## src/rtl/s2_mem_arbiter.sv

```systemverilog
// s2_mem_arbiter: shares the s2 port of the dual-port on-chip RAM between requesters A and B.
// Optional: define S2ARB_PRIO_A_EN for fixed A-priority idle arbitration (default round-robin).
`timescale 1ns/1ps
module s2_mem_arbiter #(
    parameter int unsigned AW        = 10,
    parameter int unsigned RD_LAT    = 1,
    parameter int unsigned MAX_BURST = 8
) (
    input  logic          clk_clk,
    input  logic          reset_reset,
    input  logic          a_req,
    input  logic          a_lock,
    input  logic          a_write,
    input  logic [AW-1:0] a_addr,
    input  logic [31:0]   a_wdata,
    input  logic [3:0]    a_be,
    output logic          a_gnt,
    output logic          a_rvalid,
    output logic [31:0]   a_rdata,
    input  logic          b_req,
    input  logic          b_lock,
    input  logic          b_write,
    input  logic [AW-1:0] b_addr,
    input  logic [31:0]   b_wdata,
    input  logic [3:0]    b_be,
    output logic          b_gnt,
    output logic          b_rvalid,
    output logic [31:0]   b_rdata,
    output logic [AW-1:0] mem_address,
    output logic          mem_chipselect,
    output logic          mem_clken,
    output logic          mem_write,
    output logic [31:0]   mem_writedata,
    output logic [3:0]    mem_byteenable,
    input  logic [31:0]   mem_readdata
);
    typedef enum logic [1:0] {StIdle, StOwnA, StOwnB} state_e;

    localparam logic [7:0] MaxBurst = 8'(MAX_BURST);

    state_e        state_q;
    logic [7:0]    burst_cnt_q;
    logic          pick_a, pick_b, keep, prefer_b;
    logic          limit_a, limit_b;
    logic          sel_write, sel_lock;
    logic [AW-1:0] sel_addr;
    logic [31:0]   sel_wdata;
    logic [3:0]    sel_be;

    logic [AW-1:0] mem_address_q;
    logic          mem_chipselect_q, mem_clken_q, mem_write_q;
    logic [31:0]   mem_writedata_q;
    logic [3:0]    mem_byteenable_q;
    logic [RD_LAT:0] tag_vld_q, tag_rd_q, tag_b_q;
    logic [31:0]   a_rdata_q, b_rdata_q;

`ifdef S2ARB_PRIO_A_EN
    assign prefer_b = 1'b0;
`else
    logic rr_q;  // 0: A preferred on the next idle tie
    assign prefer_b = rr_q;
`endif

    // The owner yields only once its burst is spent and the other side is actually waiting.
    assign limit_a = (burst_cnt_q >= MaxBurst) && b_req;
    assign limit_b = (burst_cnt_q >= MaxBurst) && a_req;

    always_comb begin
        pick_a = 1'b0;
        pick_b = 1'b0;
        keep   = 1'b0;
        if (!reset_reset) begin
            unique case (state_q)
                StOwnA: begin
                    if (a_req && !limit_a) begin
                        pick_a = 1'b1;
                        keep   = 1'b1;
                    end else begin
                        pick_b = b_req;
                    end
                end
                StOwnB: begin
                    if (b_req && !limit_b) begin
                        pick_b = 1'b1;
                        keep   = 1'b1;
                    end else begin
                        pick_a = a_req;
                    end
                end
                default: begin
                    if (a_req && b_req) begin
                        pick_a = !prefer_b;
                        pick_b = prefer_b;
                    end else begin
                        pick_a = a_req;
                        pick_b = b_req;
                    end
                end
            endcase
        end
    end

    assign sel_write = pick_a ? a_write : b_write;
    assign sel_lock  = pick_a ? a_lock  : b_lock;
    assign sel_addr  = pick_a ? a_addr  : b_addr;
    assign sel_wdata = pick_a ? a_wdata : b_wdata;
    assign sel_be    = pick_a ? a_be    : b_be;

    always_ff @(posedge clk_clk) begin
        if (reset_reset) begin
            state_q          <= StIdle;
            burst_cnt_q      <= '0;
`ifndef S2ARB_PRIO_A_EN
            rr_q             <= 1'b0;
`endif
            mem_address_q    <= '0;
            mem_chipselect_q <= 1'b0;
            mem_clken_q      <= 1'b0;
            mem_write_q      <= 1'b0;
            mem_writedata_q  <= '0;
            mem_byteenable_q <= '0;
            tag_vld_q        <= '0;
            tag_rd_q         <= '0;
            tag_b_q          <= '0;
            a_rdata_q        <= '0;
            b_rdata_q        <= '0;
        end else begin
            mem_clken_q      <= 1'b1;
            mem_chipselect_q <= pick_a | pick_b;
            mem_write_q      <= (pick_a | pick_b) & sel_write;
            if (pick_a | pick_b) begin
                mem_address_q    <= sel_addr;
                mem_writedata_q  <= sel_wdata;
                mem_byteenable_q <= sel_be;
            end
            tag_vld_q <= {tag_vld_q[RD_LAT-1:0], pick_a | pick_b};
            tag_rd_q  <= {tag_rd_q[RD_LAT-1:0], !sel_write};
            tag_b_q   <= {tag_b_q[RD_LAT-1:0], pick_b};
            if (a_rvalid) a_rdata_q <= mem_readdata;
            if (b_rvalid) b_rdata_q <= mem_readdata;

            if (keep) begin
                if (!sel_lock) begin
                    state_q     <= StIdle;
                    burst_cnt_q <= '0;
                end else if (burst_cnt_q < MaxBurst) begin
                    burst_cnt_q <= burst_cnt_q + 8'd1;
                end
            end else if (pick_a | pick_b) begin
`ifndef S2ARB_PRIO_A_EN
                rr_q <= pick_a;
`endif
                if (sel_lock) begin
                    state_q     <= pick_a ? StOwnA : StOwnB;
                    burst_cnt_q <= 8'd1;
                end else begin
                    state_q     <= StIdle;
                    burst_cnt_q <= '0;
                end
            end else begin
                state_q     <= StIdle;
                burst_cnt_q <= '0;
            end
        end
    end

    assign a_gnt          = pick_a;
    assign b_gnt          = pick_b;
    assign mem_address    = mem_address_q;
    assign mem_chipselect = mem_chipselect_q;
    assign mem_clken      = mem_clken_q;
    assign mem_write      = mem_write_q;
    assign mem_writedata  = mem_writedata_q;
    assign mem_byteenable = mem_byteenable_q;

    assign a_rvalid = tag_vld_q[RD_LAT] & tag_rd_q[RD_LAT] & !tag_b_q[RD_LAT];
    assign b_rvalid = tag_vld_q[RD_LAT] & tag_rd_q[RD_LAT] & tag_b_q[RD_LAT];
    // Data passes straight through in the valid cycle so it lands at T+1+RD_LAT; held afterwards.
    assign a_rdata  = a_rvalid ? mem_readdata : a_rdata_q;
    assign b_rdata  = b_rvalid ? mem_readdata : b_rdata_q;
endmodule

```

## config.mk

```make
export PLATFORM = sky130hd
export DESIGN_NAME = s2_mem_arbiter
export DESIGN_NICKNAME = d
export VERILOG_FILES = /design/src/rtl/s2_mem_arbiter.sv
export SDC_FILE = /design/constraint.sdc
export NUM_CORES = 1
export LEC_CHECK = 0
export BUFFER_PORTS_ARGS = -buffer_cell sky130_fd_sc_hd__buf_2
export CAP_MARGIN = 20
export CORE_AREA = 2 2 127 129
export DETAILED_ROUTE_END_ITERATION = 8
export DIE_AREA = 0 0 129 131
export GPL_TIMING_DRIVEN = 0
export RECOVER_POWER = 50
export REMOVE_ABC_BUFFERS = 1
export SYNTH_ARGS = -nofsm -noshare
export SYNTH_HDL_FRONTEND = slang
export SYNTH_SLANG_ARGS = --single-unit
```

## constraint.sdc

```tcl
create_clock -name clk_clk -period 4.2 [get_ports clk_clk]
set_clock_uncertainty 0.05 [all_clocks]
set_input_delay 0.21 -clock clk_clk [delete_from_list [all_inputs] [get_ports clk_clk]]
set_output_delay 0.21 -clock clk_clk [all_outputs]
set_load 0.03 [all_outputs]
```

==> flow_summary.toml <==
[floorplanning]
fp.dieH_um = 131
die_area_mm2 = 0.0169
core-area_mm2 = 0.0156
die_w_um = 129
initial_core_utilization_pct = 34.2
fp-row-count = 46
io_pins = 249

[setup_path]
critPathMaxFanout = 51
timing.critical_path.from_type = "flop"
cp_slowest_stage_delay_ps = 850
crit_family = "buffers and inverters"
worst-setup-path-type = "reg -> out"
crit_path_top_delay_cell = "o21a_2"
critPathBufInv = 3
endpoint_kind = "output pin"
crit_arrival_ps = 3600
required_ps = 3940
path_cells = "inv_1 > ha_1 > or4b_1 > mux2i_1 > o21a_2 > inv_2 > buf_2"

[yosys]
synth_seq_cells = 129
synth.lib_cells_used.distinct = 49
syn-cell-area_mm2 = 0.00533
synth_cells = 630
synthDominantCellAreaShare_pct = 48.5
syn_avg_cell_area_um2 = 8.46
yosys.area.top_type = "dfxtp_1"
netlist_top_cells_area = "dfxtp_1, nand2_1, and2_1"
ys.warnings.count = 0
synth_sequential_area_ratio_pct = 48.5

[sta]
worstMarginPinSlew_ps = 1880
grt_setup_unrepaired = "no"
hold_violations_final = 0
report.final.slew_viol_count = 32
hold-worst-slack_ps = 11.8
fin_worst_setup_slack_ps = 337
post-route-min-period_ps = 3860
finalSetupViolCount = 0
timing.fmax_ghz = 0.259
max_slew_margin_pct = -25.0
final.setup.tns_ps = 0
layout_worst_path_cycle_share_pct = 92.0

[routing]
avgViaCountPerCell = 4.63
wl_per_cell_um = 13.5
detail_route.first_pass.iterations = 4
wirelength_mm = 15.2
initialDrtViolationCount = 327
detail-route-antenna-nets = 0
drc_errors = 0
via_count = 5218

[cts]
tritoncts = "yes"
post_cts_resize_count = 0
holdBufCountCts = 41
clock_insertion_delay_worst_skew_ps = 410
cts_post_setup_buffers_inserted = 0
cts_root_buffer = "clkbuf_16"
cts.sink_count = 129
cts-htree-levels = 4
cts-root-to-sink-buffers = 2
worst_setup_hold_path_clk_slew_ps = 60
cts_buffers = 17

[global_routing]
number_of_antenna_violations_at_the_first_check_in_global_routing = 0
grt_start_max_net_pins = 113
globalRouteTotalUtil_pct = 17.5
grtUsageMet2_pct = 28.8
grt.met1_usage_pct = 21.3
grt_overflow = 0
globalRoute.busiestLayer = "met2"
grt_pass1_vias = 4691
grt_first_pass_wirelength_mm = 23.3
met3_capacity_usage_during_global_routing_pct = 6.03

[placement]
io_buffers = 248
dp_worst_setup_slack_ps = 745
placement.cell_area_mm2 = 0.00672
place_hpwl_mm = 9.96
dpl.cell_count = 1054
gp_congestion = 0.759

[layout]
finalNetCount = 1034
stdcell_area_mm2 = 0.00761
final-instance-count-excl-fill = 1126
area_growth_pct = 42.8
layout.filler_cells = 1557
register_area_mm2 = 0.00258
antenna_cells_inserted = 0
multi_input_comb_area_mm2 = 0.00251
fraction_of_layout_cells_with_a_size_suffix_above_1_pct = 25.9

[worst_hold_path]
timing.hold.worst.class = "in -> reg"

[run_status]
violations = "capacitance limit, slew limit"
run_status = "finished, violations left"

[run]
max_cap_violations = 1

[power_and_ir_drop]
power.static_leakage_uw = 0.00348
peakVddDrop_mv = 0.262
power_density_mw_per_mm2 = 428
cell usage after synthesis, drive strengths merged:
| cell type | n |
|---|---|
| a2111oi | 1 |
| a211oi | 1 |
| a21oi | 1 |
| a311oi | 1 |
| a31o | 1 |
| a31oi | 47 |
| a32o | 2 |
| a41oi | 1 |
| and2 | 70 |
| and2b | 1 |
| and3 | 1 |
| buf | 16 |
| clkbuf | 27 |
| dfxtp | 129 |
| ha | 4 |
| inv | 11 |
| mux2 | 33 |
| mux2i | 1 |
| nand2 | 194 |
| nand2b | 2 |
| nand3 | 3 |
| nand3b | 2 |
| nand4 | 1 |
| nor2 | 5 |
| nor2b | 4 |
| nor3 | 6 |
| nor4 | 1 |
| nor4bb | 1 |
| o2111ai | 1 |
| o211a | 1 |
| o211ai | 1 |
| o21a | 3 |
| o21ai | 48 |
| o21ba | 1 |
| o22ai | 1 |
| o31ai | 1 |
| or2 | 1 |
| or3 | 1 |
| or4b | 2 |
| xnor2 | 1 |
| xor2 | 1 |
metal layers:
layer | vias to the layer above | share of wire (%)
met2 | 206 | 46
met5 | - | 0
li1 | 2637 | -
met3 | 19 | 8.1
met1 | 2356 | 45
met4 | 0 | 1.4
sequential cells by signal, indices dropped and copies added (netlist names), 2 cells and up:
name            count
burst_cnt_q         8
b_rdata_q          32
mem_byteenable      4
tag_b_q             2
state_q             2
tag_rd_q            2
mem_writedata      32
tag_vld_q           2
a_rdata_q          32
mem_address        10
final cells by class:
type	instances	area share, %
sequential	129	33.9
multi-input combinational	447	33.0
timing repair buffer	292	21.0
clock buffer	21	6.18
tap	216	3.55
clock inverter	10	1.76
inverter	11	0.575
placed cells by master (no fill, tap or decap), types with 6 or more instances in the layout:
cell,Yosys,layout
dfxtp_1,129,129
and2_0,0,9
mux2_2,33,23
and2_1,70,61
nor3_1,6,6
mux2_1,0,10
inv_1,9,8
buf_2,10,169
clkbuf_1,27,81
nand2_1,194,194
o21ai_0,46,46
dlygate4sd3_1,0,41
a31oi_1,47,47
clkbuf_16,0,17
worst register-to-register path: cells and delay by family, from the launching register on:
family / cells / cell delay [ps]
simple gates: 1 / 460
fa+ha+maj: 1 / 230
flops: 1 / 350
compound gates: 2 / 1310
mux: 1 / 150
buf+inv: 2 / 740
metrics by stage:
| stage | util (%) | power, µW |
|---|---|---|
| 6_report | 48.8 | 3250 |
| 5_1_grt | 48.8 | 3390 |
| 4_1_cts | 49.6 | 3300 |
| 3_5_place_dp | 43.1 | 1750 |
| 3_3_place_gp | 42.6 | 1750 |
| 2_1_floorplan | - | 1580 |
power breakdown:
part | switching [µW] | internal (µW) | leakage [µW]
clock | 539 | 973 | 0.000295
sequential | 27.8 | 1280 | 0.00105
combinational | 280 | 151 | 0.00213
path summary, 6_finish.rpt:
| path | start | end | slack (ps) | depth (start not counted) |
|---|---|---|---|---|
| worst max register to register | state_q[0] | state_q[1] | 800 | 7 |
| worst min-delay path | b_wdata[8] | mem_writedata[8] | 10 | 3 |
| worst min register to register | tag_b_q[0] | tag_b_q[1] | 380 | 1 |
| worst max-delay path | state_q[0] | b_gnt | 340 | 7 |
kinds of logic after synthesis:
kind of cell,after synthesis,synth area share (%)
compound gates,112,12.9
xor+xnor,2,0.329
fa+ha+maj,4,0.939
buf+inv,54,4.53
flops,129,48.5
mux,34,7.16
simple gates,295,25.7
Note: power is estimated with default switching activity, not from simulation.
